**src/rtl/serial_addsub.sv**
```systemverilog
// serial_addsub: bit-serial adder (optionally adder/subtractor), LSB first.
// One full-adder cell is reused for W clocks with a registered carry, wrapped
// in a start/ready/done handshake.
//
// Build option: define SERIAL_SUB_EN to add the `sub` port. With sub=1 the
// subtrahend and carry-in are inverted at load time and cout reports borrow.
// Without the macro the block is add-only and no inversion logic exists.
//
// Latency: start accepted at edge k, RUN on edges k+1..k+W, DONE entered at
// edge k+W (sum/cout/done valid the following cycle), IDLE again after k+W+1.

module serial_addsub #(
    parameter int unsigned W = 8
) (
    input  logic         clk,
    input  logic         rst,
    input  logic         start,
    input  logic [W-1:0] a,
    input  logic [W-1:0] b,
    input  logic         cin,
`ifdef SERIAL_SUB_EN
    input  logic         sub,
`endif
    output logic         ready,
    output logic         busy,
    output logic         done,
    output logic [W-1:0] sum,
    output logic         cout
);

    localparam int unsigned CntW = (W > 1) ? $clog2(W) : 1;
    localparam logic [CntW-1:0] CntLast = CntW'(W - 1);

    typedef enum logic [1:0] {
        StIdle,
        StRun,
        StDone
    } state_e;

    state_e          state_q;
    logic [W-1:0]    sa_q;
    logic [W-1:0]    sb_q;
    logic [W-1:0]    acc_q;
    logic            c_q;
    logic [CntW-1:0] cnt_q;
    logic            ready_q;
    logic            busy_q;
    logic            done_q;
    logic [W-1:0]    sum_q;
    logic            cout_q;
`ifdef SERIAL_SUB_EN
    logic            sub_q;
`endif

    // Load-time operand conditioning and final carry/borrow interpretation.
    logic [W-1:0] b_load;
    logic         c_load;
    logic         cout_d;

    // Full-adder cell outputs for the current bit position.
    logic         s_bit;
    logic         carry_d;
    logic [W-1:0] acc_d;

    // One-bit full adder on the LSBs of the shifting operands.
    always_comb begin
        s_bit   = sa_q[0] ^ sb_q[0] ^ c_q;
        carry_d = (sa_q[0] & sb_q[0]) | (sa_q[0] & c_q) | (sb_q[0] & c_q);
        acc_d   = {s_bit, acc_q[W-1:1]};
    end

`ifdef SERIAL_SUB_EN
    // Subtract as a + ~b + ~cin; final carry inverted gives borrow.
    always_comb begin
        b_load = sub ? ~b : b;
        c_load = cin ^ sub;
        cout_d = carry_d ^ sub_q;
    end
`else
    // Add-only: operands and carry pass straight through.
    always_comb begin
        b_load = b;
        c_load = cin;
        cout_d = carry_d;
    end
`endif

    // Handshake FSM and serial datapath; all outputs are registered here.
    always_ff @(posedge clk or posedge rst) begin
        if (rst) begin
            state_q <= StIdle;
            sa_q    <= '0;
            sb_q    <= '0;
            acc_q   <= '0;
            c_q     <= 1'b0;
            cnt_q   <= '0;
            ready_q <= 1'b1;
            busy_q  <= 1'b0;
            done_q  <= 1'b0;
            sum_q   <= '0;
            cout_q  <= 1'b0;
`ifdef SERIAL_SUB_EN
            sub_q   <= 1'b0;
`endif
        end else begin
            unique case (state_q)
                StIdle: begin
                    done_q <= 1'b0;
                    if (start) begin
                        sa_q    <= a;
                        sb_q    <= b_load;
                        c_q     <= c_load;
                        cnt_q   <= '0;
`ifdef SERIAL_SUB_EN
                        sub_q   <= sub;
`endif
                        ready_q <= 1'b0;
                        busy_q  <= 1'b1;
                        state_q <= StRun;
                    end
                end
                StRun: begin
                    sa_q  <= {1'b0, sa_q[W-1:1]};
                    sb_q  <= {1'b0, sb_q[W-1:1]};
                    acc_q <= acc_d;
                    c_q   <= carry_d;
                    cnt_q <= cnt_q + 1'b1;
                    if (cnt_q == CntLast) begin
                        // Last bit: publish result including the bit computed now.
                        sum_q   <= acc_d;
                        cout_q  <= cout_d;
                        busy_q  <= 1'b0;
                        done_q  <= 1'b1;
                        state_q <= StDone;
                    end
                end
                StDone: begin
                    done_q  <= 1'b0;
                    ready_q <= 1'b1;
                    state_q <= StIdle;
                end
                default: begin
                    state_q <= StIdle;
                    ready_q <= 1'b1;
                    busy_q  <= 1'b0;
                    done_q  <= 1'b0;
                end
            endcase
        end
    end

    assign ready = ready_q;
    assign busy  = busy_q;
    assign done  = done_q;
    assign sum   = sum_q;
    assign cout  = cout_q;

endmodule

```
**config.mk**
```make
export PLATFORM = sky130hd
export DESIGN_NAME = serial_addsub
export DESIGN_NICKNAME = d
export VERILOG_FILES = /design/src/rtl/serial_addsub.sv
export SDC_FILE = /design/constraint.sdc
export NUM_CORES = 1
export LEC_CHECK = 0
export CELL_PAD_IN_SITES_DETAIL_PLACEMENT = 0
export CELL_PAD_IN_SITES_GLOBAL_PLACEMENT = 1
export CORE_ASPECT_RATIO = 1.2
export CORE_MARGIN = 3
export CORE_UTILIZATION = 36
export DETAILED_ROUTE_END_ITERATION = 8
export PLACE_DENSITY_LB_ADDON = 0.1
export SETUP_SLACK_MARGIN = 0.05
export SYNTH_ARGS = -nofsm -noshare
export SYNTH_HDL_FRONTEND = slang
export SYNTH_SLANG_ARGS = --single-unit
```
**constraint.sdc**
```tcl
create_clock -name clk -period 1.4 [get_ports clk]
set_input_delay 0.14 -clock clk [delete_from_list [all_inputs] [get_ports clk]]
set_output_delay 0.14 -clock clk [all_outputs]
set_load 0.01 [all_outputs]
```
# After elaboration in Yosys (flattened, before gate mapping)
# Index checks and enable logic that the tools add are counted.
# word_totals
register_bits	42
in_bits	20
output_inout_bits	12
word_cells	51
# op_classes
addsub	1
n_eq_ne	5
mux	18
n_bitwise	9
reduce_logical	7
# op_table
op	n
8-bit case mux with 2 select lines	2
8-bit 2-to-1 mux	2
2-bit AND reduction	4
1-bit 2-to-1 mux	6
3-bit case mux with 2 select lines	1
2-bit 2-to-1 mux	2
2-bit != test (second input constant)	2
1-bit case mux with 2 select lines	2
2-bit case mux with 2 select lines	1
3-bit by 1-bit adder with 3-bit output (second input constant)	1
1-bit AND	3
3-bit == test (second input constant)	1
3-bit 2-to-1 mux	1
1-bit case mux with 3 select lines	1
3-bit AND reduction	1
2-bit by 1-bit == test with 1-bit output (second input constant)	1
2-bit == test (second input constant)	1
2-bit zero test	1
1-bit inverter	2
1-bit OR	2
2-bit nonzero test	1
1-bit XOR	2

# Longest topological paths before layout
# logic_depth
ltp_word	4
mapped_depth	6
ltp_nobuf	5

# Least setup slack after synthesis
# Ideal clock, no wire load.
# synth_path
kind	reg-to-reg
start	register cnt_q[0]
end	register cout_q (netlist: cout)
setup_ns	0.125
t_arrival_ns	1.250
required_time_ns	1.275
slack_ns	0.025
path_stages_with_launch	5
n_path_buf	0
period_less_slack_ns	1.375
path_cell_list	dfrtp_1 -> ha_1 -> ha_1 -> nand2_8 -> mux2_4
# synth_via
elab_chain_len	2
# synth_lines
item	line	source
start: declaration	45	logic [CntW-1:0] cnt_q;
start signal: assignment	127	cnt_q <= cnt_q + 1'b1;
3-bit == test	128	if (cnt_q == CntLast) begin
2-bit AND reduction (no line)	--	
end signal: assignment	131	cout_q <= cout_d;
end: declaration	50	logic cout_q;
# No other way between the ends.
# A chain may end at the register's enable or synchronous reset.

# Worst setup path after layout
# layout_path
start	register c_q
end	register sum_q[7] (netlist: sum[7])
# layout_via
elab_chain_len	1
# layout_lines
item	line	source
start: declaration	44	logic c_q;
start signal: assignment	112	c_q <= c_load;
start signal: assignment	126	c_q <= carry_d;
1-bit XOR	67	s_bit = sa_q[0] ^ sb_q[0] ^ c_q;
named net s_bit	61	logic s_bit;
end signal: assignment	100	sum_q <= '0;
end signal: assignment	130	sum_q <= acc_d;
end: declaration	49	logic [W-1:0] sum_q;
# The timed path passes the listed nets, and every way through them passes these cells.

==> impl_metrics.json <==
{
  "synth_area_sq_mm": 0.00185,
  "grtUsageMet1_pct": 20.0,
  "row_count": 27,
  "ctsHoldBuffers": 0,
  "crit_fanout": 3,
  "finalHoldViolations": 0,
  "seq_area_frac_synth_pct": 55.5,
  "chipHeight_um": 84.6,
  "worstMarginPinSlew_ps": 273,
  "yosys.area.top_type": "dfrtp_1",
  "finalWirelength_um": 3990,
  "mostFrequentLayoutCells": "dfrtp_1, nor3_1, nand2_1",
  "whs_ps": 204,
  "critPathKind": "register to register",
  "fin_crit_sh_pct": 94.1,
  "cp.required_ps": 1580,
  "numClockSinks": 41,
  "cts_tree": "yes",
  "die_area_sq_mm": 0.00604,
  "final_common_cell": "dfrtp_1",
  "crit_chain": "fa_1 > mux2_4",
  "overflow": 0,
  "grt_max_degree": 42,
  "antenna_left": 0,
  "vias_per_cell": 5.16,
  "cp_slowest_cell": "fa_1",
  "worst-path-buf-inv": 0,
  "worst_path_largest_cell_delay_ps": 510,
  "drcViolationCount": 0,
  "setup_viol": 0,
  "n_antenna_cell": 0,
  "period_needed_ps": 1320,
  "clkLatencyLatePin_ps": 290,
  "yosysUniqueCellTypes": 25,
  "met2_usage_pct": 22.8,
  "ys_ff_latch": 41,
  "skew_ps": 6.29,
  "rsz0062_at_grt": "true",
  "worstSetupStartpointType": "register",
  "cp-end-kind": "register",
  "clock_path_buffers": 2,
  "nets": 242,
  "p_leak_nw": 1.19,
  "min_path_type": "input port to async pin",
  "yosys_warnings": 0,
  "synth.avg_cell_area_sq_um": 10.6,
  "syn_nets": 197,
  "drt_iter0_drc": 71,
  "grt_pass1_wl_um": 7070,
  "gp_congestion": 0.771,
  "crit_arrival_ps": 1500,
  "drv_cap": 0,
  "relSlewSlack_pct": 81.8,
  "fmax_ghz": 0.759,
  "htreeDepth": 2,
  "area_growth_pct": 34.4,
  "synth_top_area_share_pct": 54.1,
  "p_per_area_mw_per_mm2": 2140,
  "cp_top_family": "adder cells",
  "antenna_found_initial": 0,
  "ioPinCount": 32,
  "finalPower_mw": 5.32,
  "grt_use_total_pct": 14.7,
  "root_buffer": "clkbuf_8",
  "cts-buffers-inserted": 5,
  "drtPass1Iterations": 4,
  "grt_util_met3_pct": 3.95,
  "r2r_cells": 2,
  "port_buffers": 31,
  "clk_pin_slew_worst_paths_ps": 80,
  "wl_per_cell_um": 14.3,
  "coreArea_sq_mm": 0.00476,
  "dp_hpwl_um": 2620,
  "ys_top_cells_by_area": "dfrtp_1, nor3_1, mux2_4, nand2_1, o22ai_1",
  "drv_slew": 0,
  "start_util_pct": 38.9,
  "die_x_um": 71.5,
  "cp_num_cells": 2,
  "peakVddDrop_uv": 858,
  "outcome": "finished clean",
  "drive_gt1_share_pct": 19.5,
  "syn_inst": 174,
  "vias": 1434,
  "fin_cells": 278,
  "grt_pass1_vias": 1474,
  "dp.cells": 263,
  "top_usage_layer": "met2"
}
[cells in the mapped netlist (all sizes together)]
cell type / count
o32ai: 5
nor2: 10
dfrtp: 40
dfstp: 1
clkinv: 1
mux2: 9
or2: 1
o22ai: 15
clkbuf: 3
nand2: 28
a22o: 2
a21oi: 1
o21ai: 7
fa: 1
nor2b: 2
nand2b: 4
inv: 2
buf: 10
ha: 2
nor3: 30
[logic make-up (layout without fill, tap and decap cells)]
| family | Yosys count | after routing | share of synthesized area (%) |
|---|---|---|---|
| mux | 9 | 9 | 7.30 |
| buf+inv | 16 | 61 | 4.80 |
| flops | 41 | 41 | 55.5 |
| simple gates | 75 | 76 | 19.5 |
| fa+ha+maj | 3 | 3 | 2.43 |
| compound gates | 30 | 30 | 10.5 |
[metrics by stage]
stage | area [sq um] | util [%] | setup slack [ps] | setup TNS [ps]
floorplan | 1850 | - | 92.3 | 0
finish | 2490 | 52.2 | 83.2 | 0
global route | 2490 | 52.2 | 39.3 | 0
global placement | 2270 | 47.6 | 19.1 | 0
CTS | 2430 | 51.0 | 45.0 | 0
detailed placement | 2270 | 47.6 | -27.0 | -52.6
[registers in the layout (all words and copies together), names as in the netlist]
name	flops
acc_q	7
busy	1
c_q	1
cnt_q	3
cout	1
done	1
ready	1
sa_q	8
sb_q	8
state_q	2
sum	8
[where the power goes]
part,internal [mW],total (mW),switching [mW],leakage [nW]
Combinational,1.18,2.19,1.01,0.647
Sequential,1.75,2.15,0.399,0.487
Clock,0.582,0.987,0.405,0.0585
[area by class of cell]
class | instances | area [sq um]
flip-flops and latches | 41 | 1030
clock inverters | 1 | 30.0
repair buffers | 50 | 489
inverters | 3 | 11.3
fillers | 427 | 2270
well taps | 58 | 72.6
multi-input cells | 118 | 771
clock buffers | 7 | 86.3
[worst register-to-register path, stage by stage (launching register included)]
cell and delay, ps:
dfrtp_1 420, fa_1 510, mux2_4 280
[path summary, 6_finish.rpt]
path | start | end | slack, ps
setup / recovery | c_q$_DFFE_PP0P_ | sum[7]$_DFFE_PP0P_ | 80
hold / removal | rst | sum[6]$_DFFE_PP0P_ | 200
setup reg to reg | c_q$_DFFE_PP0P_ | sum[7]$_DFFE_PP0P_ | 80
hold reg to reg | ready$_DFFE_PP1P_ | ready$_DFFE_PP1P_ | 460
max in group asynchronous | rst | ready$_DFFE_PP1P_ | 930
min in group clk | a[7] | sa_q[7]$_DFFE_PP0P_ | 400
[timing repair]
| action | CTS | global route |
|---|---|---|
| pin swaps | 0 | 2 |
| setup endpoints to repair | 10 | 21 |
| hold endpoints to repair | 0 | 0 |
| gates resized for setup | 4 | 11 |
| buffers inserted | 2 | 4 |
| gates cloned | 1 | 0 |
[metal layers]
metal  share of wire (%)  routed length, um
met5                   0                  0
met4                0.90                 36
met3                 4.5                180
met2                  47               1880
met1                  47               1890
(Power assumes the default switching activity.)
